==> src/rtl/seq_divider_16by8_pkg.sv <==
//------------------------------------------------------------------------------
// Module   : seq_div_pkg
// Brief    : Shared widths, FSM state type and constants for the 16/8
//            sequential restoring divider.
// Revision : 1.0 - initial release
//------------------------------------------------------------------------------
`default_nettype none

package seq_div_pkg;

   localparam int N_W   = 16;   // dividend / quotient width
   localparam int D_W   = 8;    // divisor / remainder width
   localparam int CNT_W = 5;    // iteration counter, must hold N_W

   typedef enum logic [1:0] {
      IDLE = 2'd0,
      CALC = 2'd1,
      DONE = 2'd2
   } state_t;

   // Quotient reported for a zero divisor
   localparam logic [N_W-1:0] DBZ_QUOTIENT = '1;

endpackage

`default_nettype wire

==> src/rtl/seq_divider_16by8_if.sv <==
//------------------------------------------------------------------------------
// Module   : seq_divider_16by8_if
// Brief    : start/done handshake and operand/result bundle of the divider.
//            signed_mode exists only when SEQ_DIVIDER_SIGNED_EN is defined.
// Revision : 1.0 - initial release
//------------------------------------------------------------------------------
`default_nettype none

interface seq_divider_16by8_if #(
   parameter int N_W = seq_div_pkg::N_W,
   parameter int D_W = seq_div_pkg::D_W
) ();

   logic           start;
   logic [N_W-1:0] dividend;
   logic [D_W-1:0] divisor;
`ifdef SEQ_DIVIDER_SIGNED_EN
   logic           signed_mode;
`endif
   logic           busy;
   logic           done;
   logic [N_W-1:0] quotient;
   logic [D_W-1:0] remainder;
   logic           div_by_zero;

   modport master (
      output start, dividend, divisor,
`ifdef SEQ_DIVIDER_SIGNED_EN
      output signed_mode,
`endif
      input  busy, done, quotient, remainder, div_by_zero
   );

   modport slave (
      input  start, dividend, divisor,
`ifdef SEQ_DIVIDER_SIGNED_EN
      input  signed_mode,
`endif
      output busy, done, quotient, remainder, div_by_zero
   );

endinterface

`default_nettype wire

==> src/rtl/seq_divider_16by8_div_step.sv <==
//------------------------------------------------------------------------------
// Module   : div_step
// Brief    : One combinational restoring-division iteration: shift {R,Q}
//            left, subtract the divisor when it fits, shift the result bit
//            into Q[0].
// Revision : 1.0 - initial release
//------------------------------------------------------------------------------
`default_nettype none

module div_step #(
   parameter int N_W = 16,
   parameter int D_W = 8
) (
   input  wire logic [D_W:0]   r_in,
   input  wire logic [N_W-1:0] q_in,
   input  wire logic [D_W-1:0] divisor,
   output logic      [D_W:0]   r_out,
   output logic      [N_W-1:0] q_out
);

   logic [D_W:0] w_shifted;
   logic [D_W:0] w_diff;
   logic         w_fits;

   // Shift, trial-subtract and restore. The top bit of r_in is always zero
   // after a restoring step, but it is folded into the compare so the
   // 10-bit shifted value is handled exactly.
   always_comb begin
      w_shifted = {r_in[D_W-1:0], q_in[N_W-1]};
      w_fits    = r_in[D_W] | (w_shifted >= {1'b0, divisor});
      w_diff    = w_shifted - {1'b0, divisor};
      r_out     = w_fits ? w_diff : w_shifted;
      q_out     = {q_in[N_W-2:0], w_fits};
   end

endmodule

`default_nettype wire

==> src/rtl/seq_divider_16by8.sv <==
//------------------------------------------------------------------------------
// Module   : seq_divider_16by8
// Brief    : Iterative 16/8 restoring divider with start/done handshake.
//            16 iterations, done at T+17; divide-by-zero answers at T+1.
//            Define SEQ_DIVIDER_SIGNED_EN to add two's-complement operation
//            (signed_mode input, sign fixup applied as results are loaded).
// Revision : 1.0 - initial release
//------------------------------------------------------------------------------
`default_nettype none

module seq_divider_16by8
   import seq_div_pkg::*;
#(
   parameter int N_W = seq_div_pkg::N_W,
   parameter int D_W = seq_div_pkg::D_W
) (
   input wire logic         clk,
   input wire logic         rst,
   seq_divider_16by8_if.slave bus
);

   state_t           r_state;
   logic [D_W:0]     r_rem;       // 9-bit partial remainder
   logic [N_W-1:0]   r_q;         // dividend shifting out / quotient in
   logic [D_W-1:0]   r_dsr;       // divisor magnitude
   logic [CNT_W-1:0] r_cnt;
   logic             r_busy;
   logic             r_done;
   logic [N_W-1:0]   r_quotient;
   logic [D_W-1:0]   r_remainder;
   logic             r_dbz;

   logic [N_W-1:0]   w_dvd_mag;
   logic [D_W-1:0]   w_dsr_mag;
   logic [D_W:0]     w_r_nxt;
   logic [N_W-1:0]   w_q_nxt;
   logic [N_W-1:0]   w_q_fin;
   logic [D_W-1:0]   w_r_fin;

`ifdef SEQ_DIVIDER_SIGNED_EN
   logic             w_dvd_neg;
   logic             w_dsr_neg;
   logic             r_q_neg;     // quotient negative: operand signs differ
   logic             r_r_neg;     // remainder follows the dividend sign
`endif

   // Operand magnitudes presented to the unsigned core at acceptance
   always_comb begin
`ifdef SEQ_DIVIDER_SIGNED_EN
      w_dvd_neg = bus.signed_mode & bus.dividend[N_W-1];
      w_dsr_neg = bus.signed_mode & bus.divisor[D_W-1];
      w_dvd_mag = w_dvd_neg ? -bus.dividend : bus.dividend;
      w_dsr_mag = w_dsr_neg ? -bus.divisor  : bus.divisor;
`else
      w_dvd_mag = bus.dividend;
      w_dsr_mag = bus.divisor;
`endif
   end

   div_step #(
      .N_W (N_W),
      .D_W (D_W)
   ) u_step (
      .r_in    (r_rem),
      .q_in    (r_q),
      .divisor (r_dsr),
      .r_out   (w_r_nxt),
      .q_out   (w_q_nxt)
   );

   // Final results of the last iteration, sign-corrected when enabled
   always_comb begin
`ifdef SEQ_DIVIDER_SIGNED_EN
      w_q_fin = r_q_neg ? -w_q_nxt : w_q_nxt;
      w_r_fin = r_r_neg ? -w_r_nxt[D_W-1:0] : w_r_nxt[D_W-1:0];
`else
      w_q_fin = w_q_nxt;
      w_r_fin = w_r_nxt[D_W-1:0];
`endif
   end

   // Control FSM, iteration datapath and registered outputs
   always_ff @(posedge clk or posedge rst) begin
      if (rst) begin
         r_state     <= IDLE;
         r_rem       <= '0;
         r_q         <= '0;
         r_dsr       <= '0;
         r_cnt       <= '0;
         r_busy      <= 1'b0;
         r_done      <= 1'b0;
         r_quotient  <= '0;
         r_remainder <= '0;
         r_dbz       <= 1'b0;
`ifdef SEQ_DIVIDER_SIGNED_EN
         r_q_neg     <= 1'b0;
         r_r_neg     <= 1'b0;
`endif
      end else begin
         case (r_state)
            IDLE: begin
               if (bus.start) begin
                  r_busy <= 1'b1;
                  if (bus.divisor == '0) begin
                     // Zero divisor: bypass the iterations entirely
                     r_state     <= DONE;
                     r_done      <= 1'b1;
                     r_quotient  <= N_W'(DBZ_QUOTIENT);
                     r_remainder <= bus.dividend[D_W-1:0];
                     r_dbz       <= 1'b1;
                  end else begin
                     r_state <= CALC;
                     r_rem   <= '0;
                     r_q     <= w_dvd_mag;
                     r_dsr   <= w_dsr_mag;
                     r_cnt   <= CNT_W'(N_W);
                     r_dbz   <= 1'b0;
`ifdef SEQ_DIVIDER_SIGNED_EN
                     r_q_neg <= w_dvd_neg ^ w_dsr_neg;
                     r_r_neg <= w_dvd_neg;
`endif
                  end
               end
            end

            CALC: begin
               r_rem <= w_r_nxt;
               r_q   <= w_q_nxt;
               r_cnt <= r_cnt - CNT_W'(1);
               if (r_cnt == CNT_W'(1)) begin
                  // Last iteration: results appear together with done
                  r_state     <= DONE;
                  r_done      <= 1'b1;
                  r_quotient  <= w_q_fin;
                  r_remainder <= w_r_fin;
               end
            end

            DONE: begin
               r_state <= IDLE;
               r_done  <= 1'b0;
               r_busy  <= 1'b0;
            end

            default: begin
               r_state <= IDLE;
               r_done  <= 1'b0;
               r_busy  <= 1'b0;
            end
         endcase
      end
   end

   assign bus.busy        = r_busy;
   assign bus.done        = r_done;
   assign bus.quotient    = r_quotient;
   assign bus.remainder   = r_remainder;
   assign bus.div_by_zero = r_dbz;

endmodule

`default_nettype wire

==> src/flat_wrapper.sv <==
// flat-port wrapper written by rule: the top's interface ports become plain ports
module seq_divider_16by8_flat import seq_div_pkg::*;
#(
   parameter int N_W = seq_div_pkg::N_W,
   parameter int D_W = seq_div_pkg::D_W
)
  (clk, rst, bus_start, bus_dividend, bus_divisor, bus_busy, bus_done, bus_quotient, bus_remainder, bus_div_by_zero);
  seq_divider_16by8_if #(.N_W(N_W), .D_W(D_W)) bus_i ();
  input wire logic clk;
  input wire logic rst;
  input wire logic [$bits(bus_i.start)-1:0] bus_start;
  input wire logic [$bits(bus_i.dividend)-1:0] bus_dividend;
  input wire logic [$bits(bus_i.divisor)-1:0] bus_divisor;
  output wire logic [$bits(bus_i.busy)-1:0] bus_busy;
  output wire logic [$bits(bus_i.done)-1:0] bus_done;
  output wire logic [$bits(bus_i.quotient)-1:0] bus_quotient;
  output wire logic [$bits(bus_i.remainder)-1:0] bus_remainder;
  output wire logic [$bits(bus_i.div_by_zero)-1:0] bus_div_by_zero;
  assign bus_i.start = bus_start;
  assign bus_i.dividend = bus_dividend;
  assign bus_i.divisor = bus_divisor;
  assign bus_busy = bus_i.busy;
  assign bus_done = bus_i.done;
  assign bus_quotient = bus_i.quotient;
  assign bus_remainder = bus_i.remainder;
  assign bus_div_by_zero = bus_i.div_by_zero;
  seq_divider_16by8 #(.N_W(N_W), .D_W(D_W)) u_core (.clk(clk), .rst(rst), .bus(bus_i));
endmodule
==> config.mk <==
export PLATFORM = sky130hd
export DESIGN_NAME = seq_divider_16by8_flat
export DESIGN_NICKNAME = d
export VERILOG_FILES = /design/src/rtl/seq_divider_16by8_pkg.sv /design/src/rtl/seq_divider_16by8_if.sv /design/src/rtl/seq_divider_16by8_div_step.sv /design/src/rtl/seq_divider_16by8.sv /design/src/flat_wrapper.sv
export SDC_FILE = /design/constraint.sdc
export NUM_CORES = 1
export LEC_CHECK = 0
export CELL_PAD_IN_SITES_DETAIL_PLACEMENT = 0
export CELL_PAD_IN_SITES_GLOBAL_PLACEMENT = 1
export CORE_MARGIN = 1
export CORE_UTILIZATION = 41
export DETAILED_ROUTE_END_ITERATION = 8
export GPL_TIMING_DRIVEN = 0
export HOLD_SLACK_MARGIN = 0.03
export PLACE_DENSITY = 0.87
export SETUP_SLACK_MARGIN = 0.05
export SLEW_MARGIN = 0
export SYNTH_ARGS = -nofsm -noshare
export SYNTH_HDL_FRONTEND = slang
export SYNTH_SLANG_ARGS = --single-unit
==> constraint.sdc <==
create_clock -name clk -period 2.65 [get_ports clk]
set_input_delay 0.53 -clock clk [delete_from_list [all_inputs] [get_ports clk]]
set_output_delay 0.53 -clock clk [all_outputs]
set_load 0.03 [all_outputs]
==> impl_metrics.env <==
export IMPL_antennaDiodeCount=0
export IMPL_proportion_of_layout_cells_with_a_drive_suffix_above_1=0.0905
export IMPL_largest_family_of_logic_cells_by_synthesized_area="simple AND/OR/NAND/NOR gates"
export IMPL_reg2reg_setup_slack_ns=0.29
export IMPL_worstReg2RegStart="u_core.r_rem[5]$_DFFE_PP0P_"
export IMPL_timing_worst_setup_path_type="reg2reg"
export IMPL_die_height_um=93.0
export IMPL_worst_hold_path_endpoint="u_core.bus.busy$_DFFE_PP0P_"
export IMPL_insertion_delay_ns=0.35
export IMPL_postSynth_asyncResetShare=1.00
export IMPL_total_power_w=0.00638
export IMPL_syn_nets=411
export IMPL_gp_congestion=0.886
export IMPL_combined_flip_flop_and_latch_cell_area_mm2=0.00168
export IMPL_hold_start="u_core.bus.busy$_DFFE_PP0P_"
export IMPL_cp_startpoint="u_core.r_rem[5]$_DFFE_PP0P_"
export IMPL_clock_skew_ns=0.0123
export IMPL_synth_area_mux_share=0.0214
export IMPL_max_cap_viol_count=0
export IMPL_hpwl_mm=6.26
export IMPL_p_leak_nw=1.84
export IMPL_timing_hold_ws_ns=0.504
export IMPL_layout_commonest_cell="sky130_fd_sc_hd__nor2_1"
export IMPL_port_buffers=53
export IMPL_cts_buffers_inserted=9
export IMPL_ordered_list_of_cells_on_the_worst_path="ha_1 > a21oi_1 > o21ai_0 > a21oi_4 > or4_1 > a41oi_2"
export IMPL_yosys_warnings=0
export IMPL_slew_violations=0
export IMPL_grt_antenna_before_repair=0
export IMPL_drtIter0Drc=134
export IMPL_drc_errors=0
export IMPL_ys_seq_area_frac=0.493
export IMPL_p_r_area_growth_vs_syn_pct=25.3
export IMPL_worst_hold_path_type="reg2reg"
export IMPL_grt_use_total=0.212
export IMPL_cts_root_buf="sky130_fd_sc_hd__clkbuf_8"
export IMPL_clock_sink_count=67
export IMPL_num_vias=2948
export IMPL_critical_path_endpoint_type="flop"
export IMPL_timing_critical_path_slowest_cell_delay_ns=0.60
export IMPL_cp_max_fo=10
export IMPL_clk_path_buf_depth=2
export IMPL_rsz0062_at_grt="false"
export IMPL_synth_seq_cells=67
export IMPL_drt_wirelength_per_cell_um=16.0
export IMPL_timing_final_setup_violations=0
export IMPL_place_detailed_instances=528
export IMPL_synth_area_per_cell_um2=9.11
export IMPL_cp_arrival_ns=2.63
export IMPL_via_count_of_the_first_global_routing_pass=2891
export IMPL_yosys_area_share_xor_xnor=0.00773
export IMPL_status="finished clean"
export IMPL_pin_count=54
export IMPL_finalCritPeriodShare=0.892
export IMPL_post_layout_instance_area_mm2=0.00426
export IMPL_multiInputGateArea_mm2=0.00157
export IMPL_ys_flop_type="sky130_fd_sc_hd__dfrtp_1"
export IMPL_grt_ovfl_total=0
export IMPL_yosysUniqueCellTypes=54
export IMPL_largest_net_degree_at_the_start_of_global_routing=68
export IMPL_period_minus_slack_ns=2.36
export IMPL_critPathRequiredTime_ns=2.91
export IMPL_worstRegToRegCells=6
export IMPL_power_density_mw_per_mm2=1500
export IMPL_critical_path_n_buffers_inverters=0
export IMPL_worst_setup_hold_path_clk_slew_ns=0.07
export IMPL_final_fill_count=767
export IMPL_die_width_um=93.0
export IMPL_dr_pass1_iters=4
export IMPL_synth_enable_flop_cells=0
export IMPL_drt_wl_total_mm=8.70
export IMPL_hold_viol_final=0
export IMPL_tightest_slew_ns=0.813
export IMPL_cts_tree="yes"
export IMPL_holdPathStages=2
export IMPL_irDropWorstVdd_uv=602
export IMPL_detail_route_antenna_nets=0
export IMPL_placeableCoreArea_mm2=0.00789
export IMPL_vias_per_cell=5.42
export IMPL_compound_cell_area_share_of_the_yosys_netlist=0.179
export IMPL_post_synthesis_adder_cell_area_fraction=0.0427
export IMPL_timing_max_slew_rel_slack=0.458
export IMPL_floorplan_rows=32
export IMPL_synth_simple_area_share=0.209
export IMPL_synthesis_instances=373
export IMPL_worstReg2RegEnd="u_core.bus.remainder[3]$_DFFE_PP0P_"
export IMPL_maxClockFrequency_ghz=0.423
export IMPL_finish_net_count=475
export IMPL_floorplan_initialDensity=0.431
export IMPL_most_common_layout_cells="sky130_fd_sc_hd__nor2_1 (72), sky130_fd_sc_hd__dfrtp_1 (67), sky130_fd_sc_hd__nand2_1 (53), sky130_fd_sc_hd__clkdlybuf4s50_1 (53), sky130_fd_sc_hd__a31oi_1 (20)"
export IMPL_grt_first_pass_wirelength_mm=14.0
export IMPL_critical_path_slowest_cell="sky130_fd_sc_hd__or4_1"
export IMPL_syn_cell_area_mm2=0.00340
export IMPL_kind_of_start_point_of_the_critical_path="flop"
export IMPL_cp_top_family="compound AO/OA/AOI/OAI gates"
export IMPL_cts_htree_levels=3
export IMPL_final_cell_count_no_fill=544
export IMPL_detailed_place_area_mm2=0.00406
export IMPL_floorplan_die_area_mm2=0.00866
-- cell type report --
| class | instances | area share |
|---|---|---|
| clock inverters | 6 | 0.0153 |
| well taps | 102 | 0.0300 |
| plain buffers | 18 | 0.0235 |
| multi-input cells | 272 | 0.368 |
| repair buffers | 53 | 0.125 |
| clock buffers | 10 | 0.0300 |
| flip-flops and latches | 67 | 0.394 |
| inverters | 16 | 0.0147 |
-- logic make-up after synthesis --
kind of cell	after synthesis
muxes	7
and+or+nand+nor	163
DFF	67
AOI/OAI and AO/OA	88
buffers and inverters	34
xor gates and xnor gates	3
adders and majority gates	11
-- power by group --
group / internal (W) / leakage [nW] / switching (W)
registers: 0.00155 / 0.786 / 0.000361
logic: 0.00144 / 0.958 / 0.00219
clock network: 0.000436 / 0.0966 / 0.000402
-- routing by layer --
layer / up-vias / part of all wire / track usage / routed length, µm
met5: - / 0 / 0 / 0
met4: 0 / 0.018 / 0.0885 / 153
met3: 12 / 0.054 / 0.0333 / 472
met2: 90 / 0.45 / 0.331 / 3950
met1: 1421 / 0.47 / 0.293 / 4120
li1: 1425 / - / - / -
-- sequential cells by signal, summed over array words and instances, names as in the netlist --
name / flops
u_core.r_q: 16
u_core.bus.div_by_zero: 1
u_core.bus.remainder: 8
u_core.r_rem: 9
u_core.bus.done: 1
u_core.r_cnt: 5
u_core.r_state: 2
u_core.bus.quotient: 16
u_core.r_dsr: 8
u_core.bus.busy: 1
-- per-stage QoR --
step	setup WS, ns	setup TNS, ns	utilization
6_report	0.287	0	0.540
5_1_grt	0.147	0	0.540
4_1_cts	0.230	0	0.539
3_5_place_dp	-0.00105	-0.00105	0.515
3_3_place_gp	-0.754	-50.19	0.514
2_1_floorplan	0.437	0	-
-- worst register-to-register path, stage by stage (launching register included) --
cell and delay, ns:
sky130_fd_sc_hd__dfrtp_1 0.43, sky130_fd_sc_hd__ha_1 0.38, sky130_fd_sc_hd__a21oi_1 0.12, sky130_fd_sc_hd__o21ai_0 0.41
sky130_fd_sc_hd__a21oi_4 0.15, sky130_fd_sc_hd__or4_1 0.60, sky130_fd_sc_hd__a41oi_2 0.18
-- synth_stat cells, types with 3 or more instances --
library cell               count  area, µm²
sky130_fd_sc_hd__a21o_1        3       22.5
sky130_fd_sc_hd__a21oi_1      19       95.1
sky130_fd_sc_hd__a31oi_1      20        125
sky130_fd_sc_hd__buf_2         5       25.0
sky130_fd_sc_hd__buf_4         3       22.5
sky130_fd_sc_hd__clkbuf_1      8       30.0
sky130_fd_sc_hd__dfrtp_1      67       1680
sky130_fd_sc_hd__ha_1         10        125
sky130_fd_sc_hd__inv_1        16       60.1
sky130_fd_sc_hd__mux2i_1       5       50.1
sky130_fd_sc_hd__nand2_1      53        199
sky130_fd_sc_hd__nand2b_1      4       25.0
sky130_fd_sc_hd__nand3_1      10       50.1
sky130_fd_sc_hd__nor2_1       72        270
sky130_fd_sc_hd__nor2b_1       4       25.0
sky130_fd_sc_hd__nor3_1        3       15.0
sky130_fd_sc_hd__o211ai_1      3       22.5
sky130_fd_sc_hd__o21a_1        3       22.5
sky130_fd_sc_hd__o21ai_0      13       65.1
sky130_fd_sc_hd__o31a_1        3       26.3
sky130_fd_sc_hd__or3_1         3       18.8
sky130_fd_sc_hd__xor2_1        3       26.3
-- worst max-delay path by stage --
stage                                                to  depth (start not counted)
CTS                 u_core.bus.remainder[1]$_DFFE_PP0P_                          8
detailed placement   u_core.bus.quotient[0]$_DFFE_PP0P_                          7
floorplan                   u_core.bus.busy$_DFFE_PP0P_                          1
global placement            u_core.r_rem[4]$_DFFE_PP0P_                          2
finish              u_core.bus.remainder[3]$_DFFE_PP0P_                          6
global route        u_core.bus.remainder[1]$_DFFE_PP0P_                          8
-- timing repair --
item | 4_1_cts | 5_1_grt
gates resized for setup | 0 | 1
setup endpoints to repair | 0 | 2
hold buffers | 0 | 0
buffers inserted | 0 | 0
Power figures use the tool's default switching activity.
